File: config.mk
export PLATFORM = sky130hd
export DESIGN_NAME = ram_copy_ctrl
export DESIGN_NICKNAME = d
export VERILOG_FILES = /design/src/rtl/ram_copy_ctrl.sv
export SDC_FILE = /design/constraint.sdc
export NUM_CORES = 1
export LEC_CHECK = 0
export ABC_AREA = 1
export CAP_MARGIN = 20
export CORE_ASPECT_RATIO = 0.8
export CORE_MARGIN = 10
export CORE_UTILIZATION = 41
export CTS_BUF_LIST = sky130_fd_sc_hd__clkbuf_8
export DETAILED_ROUTE_END_ITERATION = 7
export GPL_TIMING_DRIVEN = 1
export HOLD_SLACK_MARGIN = 0.15
export PLACE_DENSITY = 0.87
export REMOVE_ABC_BUFFERS = 1
export SYNTH_ARGS = -nofsm -noshare
export SYNTH_HDL_FRONTEND = slang
export SYNTH_SLANG_ARGS = --single-unit
File: constraint.sdc
create_clock -name clk -period 1.48 [get_ports clk]
set_input_delay 0.148 -clock clk [delete_from_list [all_inputs] [get_ports clk]]
set_output_delay 0.148 -clock clk [all_outputs]
set_load 0.01 [all_outputs]
File: src/rtl/ram_copy_ctrl.sv
`default_nettype none
// ============================================================================
// Module  : ram_copy_ctrl
// Purpose : Pipelined RAM-to-RAM word copier driving a registered-read,
//           negedge-write RAM. Optional fill mode under RAM_COPY_FILL_EN.
// Revision: 1.0  initial release
// ============================================================================
module ram_copy_ctrl #(
    parameter int WORDSIZE = 16,
    parameter int ADDRSIZE = 5,
    parameter int LENSIZE  = 6
) (
    input  logic                clk,
    input  logic                rst,
    input  logic                start,
    input  logic [ADDRSIZE-1:0] src_addr,
    input  logic [ADDRSIZE-1:0] dst_addr,
    input  logic [LENSIZE-1:0]  length,
    output logic                busy,
    output logic                done,
    output logic [ADDRSIZE-1:0] read_addr,
    output logic [ADDRSIZE-1:0] write_addr,
    output logic                rd_en,
    output logic                wr_en,
    output logic                cs,
    output logic [WORDSIZE-1:0] ram_wdata,
    input  logic [WORDSIZE-1:0] ram_rdata
`ifdef RAM_COPY_FILL_EN
    ,
    input  logic                fill_mode,
    input  logic [WORDSIZE-1:0] fill_value
`endif
);

    typedef enum logic [1:0] {
        S_IDLE  = 2'd0,
        S_RUN   = 2'd1,
        S_DRAIN = 2'd2,
        S_DONE  = 2'd3
    } state_t;

    localparam logic [ADDRSIZE-1:0] c_ADDR_ONE = ADDRSIZE'(1);
    localparam logic [LENSIZE-1:0]  c_LEN_ONE  = LENSIZE'(1);

    state_t                r_state, w_state;
    logic [ADDRSIZE-1:0]   r_read_addr, w_read_addr;
    logic [ADDRSIZE-1:0]   r_write_addr, w_write_addr;
    logic [ADDRSIZE-1:0]   r_wdst, w_wdst;
    logic [LENSIZE-1:0]    r_left, w_left;
    logic                  r_rd_en, w_rd_en;
    logic                  r_wr_en, w_wr_en;
    logic                  r_busy, w_busy;
    logic                  r_done, w_done;
    logic                  r_fill, w_fill;
    logic                  w_start_fill;

`ifdef RAM_COPY_FILL_EN
    logic [WORDSIZE-1:0]   r_fill_value;

    assign w_start_fill = fill_mode;

    always_ff @(posedge clk or posedge rst) begin
        if (rst)
            r_fill_value <= '0;
        else if (r_state == S_IDLE && start)
            r_fill_value <= fill_value;
    end

    assign ram_wdata = r_wr_en ? (r_fill ? r_fill_value : ram_rdata) : '0;
`else
    assign w_start_fill = 1'b0;
    assign ram_wdata    = r_wr_en ? ram_rdata : '0;
`endif

    always_ff @(posedge clk or posedge rst) begin
        if (rst) begin
            r_state      <= S_IDLE;
            r_read_addr  <= '0;
            r_write_addr <= '0;
            r_wdst       <= '0;
            r_left       <= '0;
            r_rd_en      <= 1'b0;
            r_wr_en      <= 1'b0;
            r_busy       <= 1'b0;
            r_done       <= 1'b0;
            r_fill       <= 1'b0;
        end else begin
            r_state      <= w_state;
            r_read_addr  <= w_read_addr;
            r_write_addr <= w_write_addr;
            r_wdst       <= w_wdst;
            r_left       <= w_left;
            r_rd_en      <= w_rd_en;
            r_wr_en      <= w_wr_en;
            r_busy       <= w_busy;
            r_done       <= w_done;
            r_fill       <= w_fill;
        end
    end

    // r_left counts reads (or fill writes) still to issue after the current one;
    // r_wdst is the destination of the next write to be scheduled.
    always_comb begin
        w_state      = r_state;
        w_read_addr  = r_read_addr;
        w_write_addr = r_write_addr;
        w_wdst       = r_wdst;
        w_left       = r_left;
        w_rd_en      = 1'b0;
        w_wr_en      = 1'b0;
        w_busy       = r_busy;
        w_done       = 1'b0;
        w_fill       = r_fill;
        case (r_state)
            S_IDLE: begin
                w_busy = 1'b0;
                if (start) begin
                    w_fill = w_start_fill;
                    if (length == '0) begin
                        w_state = S_DONE;
                        w_done  = 1'b1;
                    end else begin
                        w_state = S_RUN;
                        w_busy  = 1'b1;
                        w_left  = length - c_LEN_ONE;
                        if (w_start_fill) begin
                            w_wr_en      = 1'b1;
                            w_write_addr = dst_addr;
                            w_wdst       = dst_addr + c_ADDR_ONE;
                        end else begin
                            w_rd_en     = 1'b1;
                            w_read_addr = src_addr;
                            w_wdst      = dst_addr;
                        end
                    end
                end
            end
            S_RUN: begin
                if (r_fill) begin
                    if (r_left != '0) begin
                        w_wr_en      = 1'b1;
                        w_write_addr = r_wdst;
                        w_wdst       = r_wdst + c_ADDR_ONE;
                        w_left       = r_left - c_LEN_ONE;
                    end else begin
                        w_state = S_DONE;
                        w_busy  = 1'b0;
                        w_done  = 1'b1;
                    end
                end else begin
                    // The word read this cycle is written next cycle.
                    w_wr_en      = 1'b1;
                    w_write_addr = r_wdst;
                    w_wdst       = r_wdst + c_ADDR_ONE;
                    if (r_left != '0) begin
                        w_rd_en     = 1'b1;
                        w_read_addr = r_read_addr + c_ADDR_ONE;
                        w_left      = r_left - c_LEN_ONE;
                    end else begin
                        w_state = S_DRAIN;
                    end
                end
            end
            S_DRAIN: begin
                w_state = S_DONE;
                w_busy  = 1'b0;
                w_done  = 1'b1;
            end
            S_DONE: begin
                w_state = S_IDLE;
            end
            default: begin
                w_state = S_IDLE;
                w_busy  = 1'b0;
            end
        endcase
    end

    assign busy       = r_busy;
    assign cs         = r_busy;
    assign done       = r_done;
    assign rd_en      = r_rd_en;
    assign wr_en      = r_wr_en;
    assign read_addr  = r_read_addr;
    assign write_addr = r_write_addr;

endmodule
`default_nettype wire

==> out/qor.yml, run 1 <==
status:
  status: "complete, but fails checks"
  violations: "setup timing"
placed_design:
  place_area_um2: 2640
  io_buffer_count: 65
  dpl.hpwl_mm: 3.85
  place_congestion: 0.882
  place_ws_ps: -95.5
power:
  p_leak_uw: 0.00153
  powerDensity_nw_per_um2: 2140
  vdd_drop_max_mv: 1.00
clock_tree:
  cts_made_buffers: 3
  cts_tree: "yes"
  cts.sinks: 27
  clock_path_buffers: 2
  htreeDepth: 1
  clk_pin_slew_worst_paths_ps: 100
  worst_skew_pair.late_latency_ps: 280
  root_buffer: "clkbuf_8"
global_routing:
  grt_max_degree: 28
  grt_pass1_wl_mm: 8.38
  grt_usage: 0.133
  grt_overflow: 0
  antenna_found_initial: 0
  grt_pass1_vias: 1793
routing:
  wl_mm: 5.28
  wl_met2_mm: 2.24
  met3_length_um: 427
  initialDrtViolationCount: 128
  drc_errors: 0
  firstDrtPassIters: 4
  wl_met1_mm: 2.50
  postRouteAntennaNets: 0
  highest_layer: "met4"
  vias: 1950
  routed_via_density: 4.84
  wire_per_inst_um: 13.1
sta:
  slew_headroom: 0.764
  period_share: 1.03
  drv_slew: 0
  setup_viol: 2
  fmax_mhz: 658
  finalCriticalPeriod_ps: 1520
  setup_slack_ps: -40.5
  clock_skew_ps: 2.00
  rsz0062_at_grt: "yes"
  hold_violations: 0
  tightest_slew_ps: 354
yosys:
  synth_area_leaders: "dfrtp_1 (38%), nand2_1 (23%), inv_1 (7.8%)"
  syn_area_per_cell_um2: 6.84
  ys_seq_area_frac: 0.380
  ys.flop_type: "dfrtp_1"
  yosysMostFrequentCell: "nand2_1"
  synth_cells: 260
  ys_warn_count: 0
  synth-edff-count: 0
  yosysUniqueCellTypes: 27
  synth-seq-cells: 27
  yosysTopAreaCellShare: 0.380
  synthArstFlopShare: 1.00
  syn_area_um2: 1780
  synth_common_cells: "nand2_1 (110), inv_1 (37), dfrtp_1 (27)"
  synth_largest_area_cell: "dfrtp_1"
layout:
  register_area_um2: 677
  drive_gt1_frac: 0.211
  n_fill_cell: 340
  post-route-util: 0.683
  diodes: 0
  syn_to_final_growth_pct: 60.4
  fin_nets: 388
  multiInputGateArea_um2: 1030
  fin_area_um2: 2850
die:
  rows: 21
  ioPinCount: 66
  core_area_um2: 4180
  fp.dieH_um: 78.9
  dieArea_um2: 7390
  die_w_um: 93.7
  start_util: 0.426
critical_path:
  worstPathArrival_ps: 1700
  cp-end-kind: "flip-flop"
  critical_path_class: "reg2reg"
  required_ps: 1660
  start_kind: "flip-flop"
  cp_max_fo: 8
run:
  cap_violations: 0
hold_path:
  hold_path.class: "in2async"
## per-stage QoR
step                std cells  setup TNS, ps  hold WS [ps]  power, uW
floorplan                 251         -10210           201       3380
global placement          395           -270           453       5030
detailed placement        395           -719           461       5150
CTS                       400          -8.34           246       5630
global route              403          -1020           285       6700
finish                    403          -64.9           227       6120
## timing repair
action,CTS,global route
buffers inserted,0,1
hold buffers,0,0
gates resized for setup,24,38
setup endpoints to repair,29,18
gates cloned,1,2
pin swaps,3,17
## flip-flops by register name, indices dropped and copies added (netlist names)
name / count
busy: 1
done: 1
r_left: 6
r_state: 2
r_wdst: 5
rd_en: 1
read_addr: 5
wr_en: 1
write_addr: 5
## power by group
| part | total, uW | leakage (uW) | internal [uW] | switching [uW] |
|---|---|---|---|---|
| Combinational | 4270 | 0.00117 | 2000 | 2270 |
| Clock | 436 | 0.0000255 | 189 | 247 |
| Sequential | 1410 | 0.000335 | 1110 | 302 |
| Total | 6120 | 0.00153 | 3300 | 2820 |
## worst paths after layout
path                       slack, ps                 startpoint                   endpoint  depth (start not counted)
setup / recovery                 -40     r_state[0]$_DFFE_PP0P_      r_left[4]$_DFFE_PP0P_                         10
hold / removal                   230                        rst  write_addr[0]$_DFFE_PP0P_                          3
setup reg to reg                 -40     r_state[0]$_DFFE_PP0P_      r_left[4]$_DFFE_PP0P_                         10
hold reg to reg                  480  write_addr[3]$_DFFE_PP0P_  write_addr[3]$_DFFE_PP0P_                          2
max in group asynchronous        970                        rst     r_state[0]$_DFFE_PP0P_                          3
min in group clk                 480  write_addr[3]$_DFFE_PP0P_  write_addr[3]$_DFFE_PP0P_                          2
## per-layer routing
layer  global-route usage  vias to the layer above
li1                     -                      969
met1                0.183                      880
met2                0.206                       87
met3               0.0329                       14
met4               0.0273                        0
met5                    0                        -
## cell usage in the layout (no fill, tap or decap), drive strengths merged
cell type / n
buf: 23
mux2i: 1
o31ai: 1
o21a: 1
nand3: 13
o211ai: 1
dfrtp: 27
o21ai: 23
nor3: 1
a21oi: 3
clkinv: 1
inv: 39
ha: 6
dlygate4sd2: 17
nand4: 2
clkdlybuf4s50: 48
clkbuf: 4
nand2: 111
or2: 2
o21bai: 2
nor2: 18
xnor2: 2
## logic make-up (layout without fill, tap and decap cells)
logic type / after synthesis / in the layout / synth area share
compound gates: 30 / 31 / 0.106
fa+ha+maj: 6 / 6 / 0.0422
buf+inv: 48 / 132 / 0.124
flops: 27 / 27 / 0.380
simple gates: 146 / 147 / 0.332
mux: 1 / 1 / 0.00563
xor+xnor: 2 / 2 / 0.00985
## worst max-delay path, cell delays in order (launching register included)
cell and delay [ps]:
dfrtp_2 450, ha_4 210, clkbuf_16 170, nand2_2 60, o21ai_2 80, nor2_4 110, nand3_1 100, nand2_1 80
nand2_1 50, nand2_1 60, nand2_1 50
## layout make-up
| cell class | count | area share |
|---|---|---|
| Clock buffer | 3 | 0.0145 |
| Clock inverter | 1 | 0.00175 |
| Inverter | 39 | 0.0530 |
| Multi-Input combinational cell | 187 | 0.361 |
| Sequential cell | 27 | 0.237 |
| Tap cell | 57 | 0.0250 |
| Timing Repair Buffer | 89 | 0.307 |
Power figures use the tool's default switching activity.
==> inputs of run 2 (changes only) <==
--- a/config.mk
+++ b/config.mk
@@ -7,9 +7,11 @@
 export LEC_CHECK = 0
 export ABC_AREA = 1
 export CAP_MARGIN = 20
+export CELL_PAD_IN_SITES_DETAIL_PLACEMENT = 1
+export CELL_PAD_IN_SITES_GLOBAL_PLACEMENT = 1
 export CORE_ASPECT_RATIO = 0.8
 export CORE_MARGIN = 10
-export CORE_UTILIZATION = 41
+export CORE_UTILIZATION = 28
 export CTS_BUF_LIST = sky130_fd_sc_hd__clkbuf_8
 export DETAILED_ROUTE_END_ITERATION = 7
 export GPL_TIMING_DRIVEN = 1
==> out/qor.yml, run 2 (synthesis gave the netlist of run 1 again) <==
clock_tree:
  htreeDepth: 1  # unchanged
  hold_buffers: 0  # unchanged
  worst_skew_pair.late_latency_ps: 290  # about the same
  root_buffer: "clkbuf_8"
  cts_made_buffers: 3  # unchanged
  cts_tree: "yes"
  clock_path_buffers: 2  # unchanged
  cts.sinks: 27  # unchanged
  clk_pin_slew_worst_paths_ps: 100  # about the same
critical_path:
  r2r-end: "r_left[4]$_DFFE_PP0P_"
  cp-end-kind: "flip-flop"
  cp_max_fo: 5  # -3
  required_ps: 1670  # about the same
  worstRegToRegCells: 11  # +1
  worstPathArrival_ps: 1860  # +160 ps
  start_kind: "flip-flop"
  r2r-start: "r_state[0]$_DFFE_PP0P_"
  r2r_setup_slack_ps: -190  # -150 ps
  critical_path_class: "reg2reg"
placed_design:
  dpl.hpwl_mm: 4.99  # +30%
  dp.cells: 422  # +6.8%
  io_buffer_count: 65  # unchanged
  place_congestion: 0.793  # -10%
  place_ws_ps: -208  # -112 ps
routing:
  vias: 2139  # +9.7%
  initialDrtViolationCount: 57  # -55%
  drc_errors: 0  # unchanged
  routed_via_density: 4.76  # -1.5%
  firstDrtPassIters: 4  # unchanged
  postRouteAntennaNets: 0  # unchanged
  wl_mm: 7.98  # +51%
  wire_per_inst_um: 17.8  # +36%
power:
  vdd_drop_max_mv: 0.883  # -12%
  power.share.clock: 0.060  # -0.011
  p_switching_uw: 3570  # +27%
  intPower_uw: 4140  # +25%
  powerDensity_nw_per_um2: 2380  # +11%
  p_leak_uw: 0.00169  # +11%
  p_comb_frac: 0.752  # +0.054
  switching_share: 0.463  # +0.00263
  finalPower_uw: 7710  # +26%
  p_seq_frac: 0.188  # -0.043
sta:
  setup_viol: 9  # +7
  finalCriticalPeriod_ps: 1670  # +149 ps
  drv_slew: 0  # unchanged
  tns_ps: -879  # -814 ps
  fmax_mhz: 599  # -8.9%
  clock_skew_ps: 2.10  # +0.0990 ps
  whs_ps: 244  # +16.7 ps
  setup_slack_ps: -189  # -149 ps
  tightest_slew_ps: 375  # +20.6 ps
  hold_violations: 0  # unchanged
  rsz0062_at_grt: "yes"
  period_share: 1.13  # +0.100
  slew_headroom: 0.750  # -0.0138
layout:
  fin_nets: 410  # +5.7%
  mostFrequentLayoutCell: "nand2_1"
  diodes: 0  # unchanged
  n_fill_cell: 749  # +120%
  final_cell_count_no_fill: 449  # +11%
  mostFrequentLayoutCells: "nand2_1 (88), clkdlybuf4s50_1 (47), inv_1 (33)"
  drive_gt1_frac: 0.299  # +0.0879
  top_register: "r_left"
  syn_to_final_growth_pct: 82.2
  largest_reg_flops: 6  # unchanged
die:
  rows: 25  # +19%
  fp.dieH_um: 91.3  # +16%
  core_area_um2: 6040  # +45%
  ioPinCount: 66  # unchanged
  dieArea_um2: 9960  # +35%
  die_w_um: 109  # +17%
  start_util: 0.295  # -0.131
global_routing:
  grt_overflow: 0  # unchanged
  grt_max_degree: 28  # unchanged
  grt_usage: 0.129  # -0.00377
  grt_pass1_wl_mm: 10.5  # +25%
  antenna_found_initial: 0  # unchanged
  grt_pass1_vias: 2040  # +14%
status:
  status: "complete, but fails checks"
  violations: "setup timing"
hold_path:
  hold_path.class: "in2async"
run:
  cap_violations: 0  # unchanged
==> run 2: how the worst max path moves through the flow <==
stage	endpoint	depth (start not counted)	start	slack (ps)
floorplan	r_left[4]$_DFFE_PP0P_	11	r_state[1]$_DFFE_PP0P_	-730
global placement	r_left[4]$_DFFE_PP0P_	11	r_state[1]$_DFFE_PP0P_	-110
detailed placement	r_left[4]$_DFFE_PP0P_	11	r_state[1]$_DFFE_PP0P_	-210
CTS	r_left[4]$_DFFE_PP0P_	11	r_state[0]$_DFFE_PP0P_	-130
global route	r_left[4]$_DFFE_PP0P_	11	r_state[0]$_DFFE_PP0P_	-260
finish	r_left[4]$_DFFE_PP0P_	11	r_state[0]$_DFFE_PP0P_	-190
==> run 2: cell type report <==
type	count	area (um^2)	area share
Timing Repair Buffer	111	1150	0.354
Multi-Input combinational cell	187	1100	0.340
Sequential cell	27	679	0.210
Inverter	39	161	0.0498
Tap cell	81	101	0.0313
Clock buffer	3	41.3	0.0127
Clock inverter	1	7.51	0.00232
==> run 2: metrics by stage <==
step | area, um^2 | utilization
floorplan | 1700 | -
global placement | 2680 | 0.444
detailed placement | 2680 | 0.444
finish | 3240 | 0.537
CTS | 2970 | 0.491
global route | 3240 | 0.537
==> run 2: power groups by stage <==
stage | Sequential, uW | Combinational [uW] | Clock, uW
2_1_floorplan | 1470 | 1910 | 0
3_3_place_gp | 1390 | 3700 | 0
3_5_place_dp | 1410 | 3880 | 0
4_1_cts | 1410 | 4700 | 455
5_1_grt | 1490 | 6220 | 512
6_report | 1450 | 5800 | 466
==> run 2: critical path, stage by stage, from the launching register on <==
cell and delay (ps):
dfrtp_2 450, ha_4 210, buf_12 140, buf_12 130, nand2_2 60, o21ai_2 80, nor2_4 150, nand3_2 100
nand2_1 80, nand2_1 50, nand2_1 60, nand2_1 50
==> run 2: repair_timing <==
item | in CTS | in global routing
setup endpoints to repair | 34 | 21
setup buffers | 8 | 12
resized for setup | 46 | 63
pin swaps | 9 | 23
gates cloned | 3 | 2
==> run 2: metal layers <==
metal  wire [um]  track usage  vias up  share of wire
met4         131       0.0285        0          0.016
li1            -            -     1015              -
met1        3340        0.159     1038           0.42
met2        3870        0.215       75           0.49
met3         631       0.0395       11          0.079
met5           0            0        -              0
==> inputs of run 3 (changes only) <==
--- a/config.mk
+++ b/config.mk
@@ -18,6 +18,7 @@
 export HOLD_SLACK_MARGIN = 0.15
 export PLACE_DENSITY = 0.87
 export REMOVE_ABC_BUFFERS = 1
+export SLEW_MARGIN = 20
 export SYNTH_ARGS = -nofsm -noshare
 export SYNTH_HDL_FRONTEND = slang
 export SYNTH_SLANG_ARGS = --single-unit
==> results of run 3 <==
Final layout, timing and power as in run 2 (identical DEF).
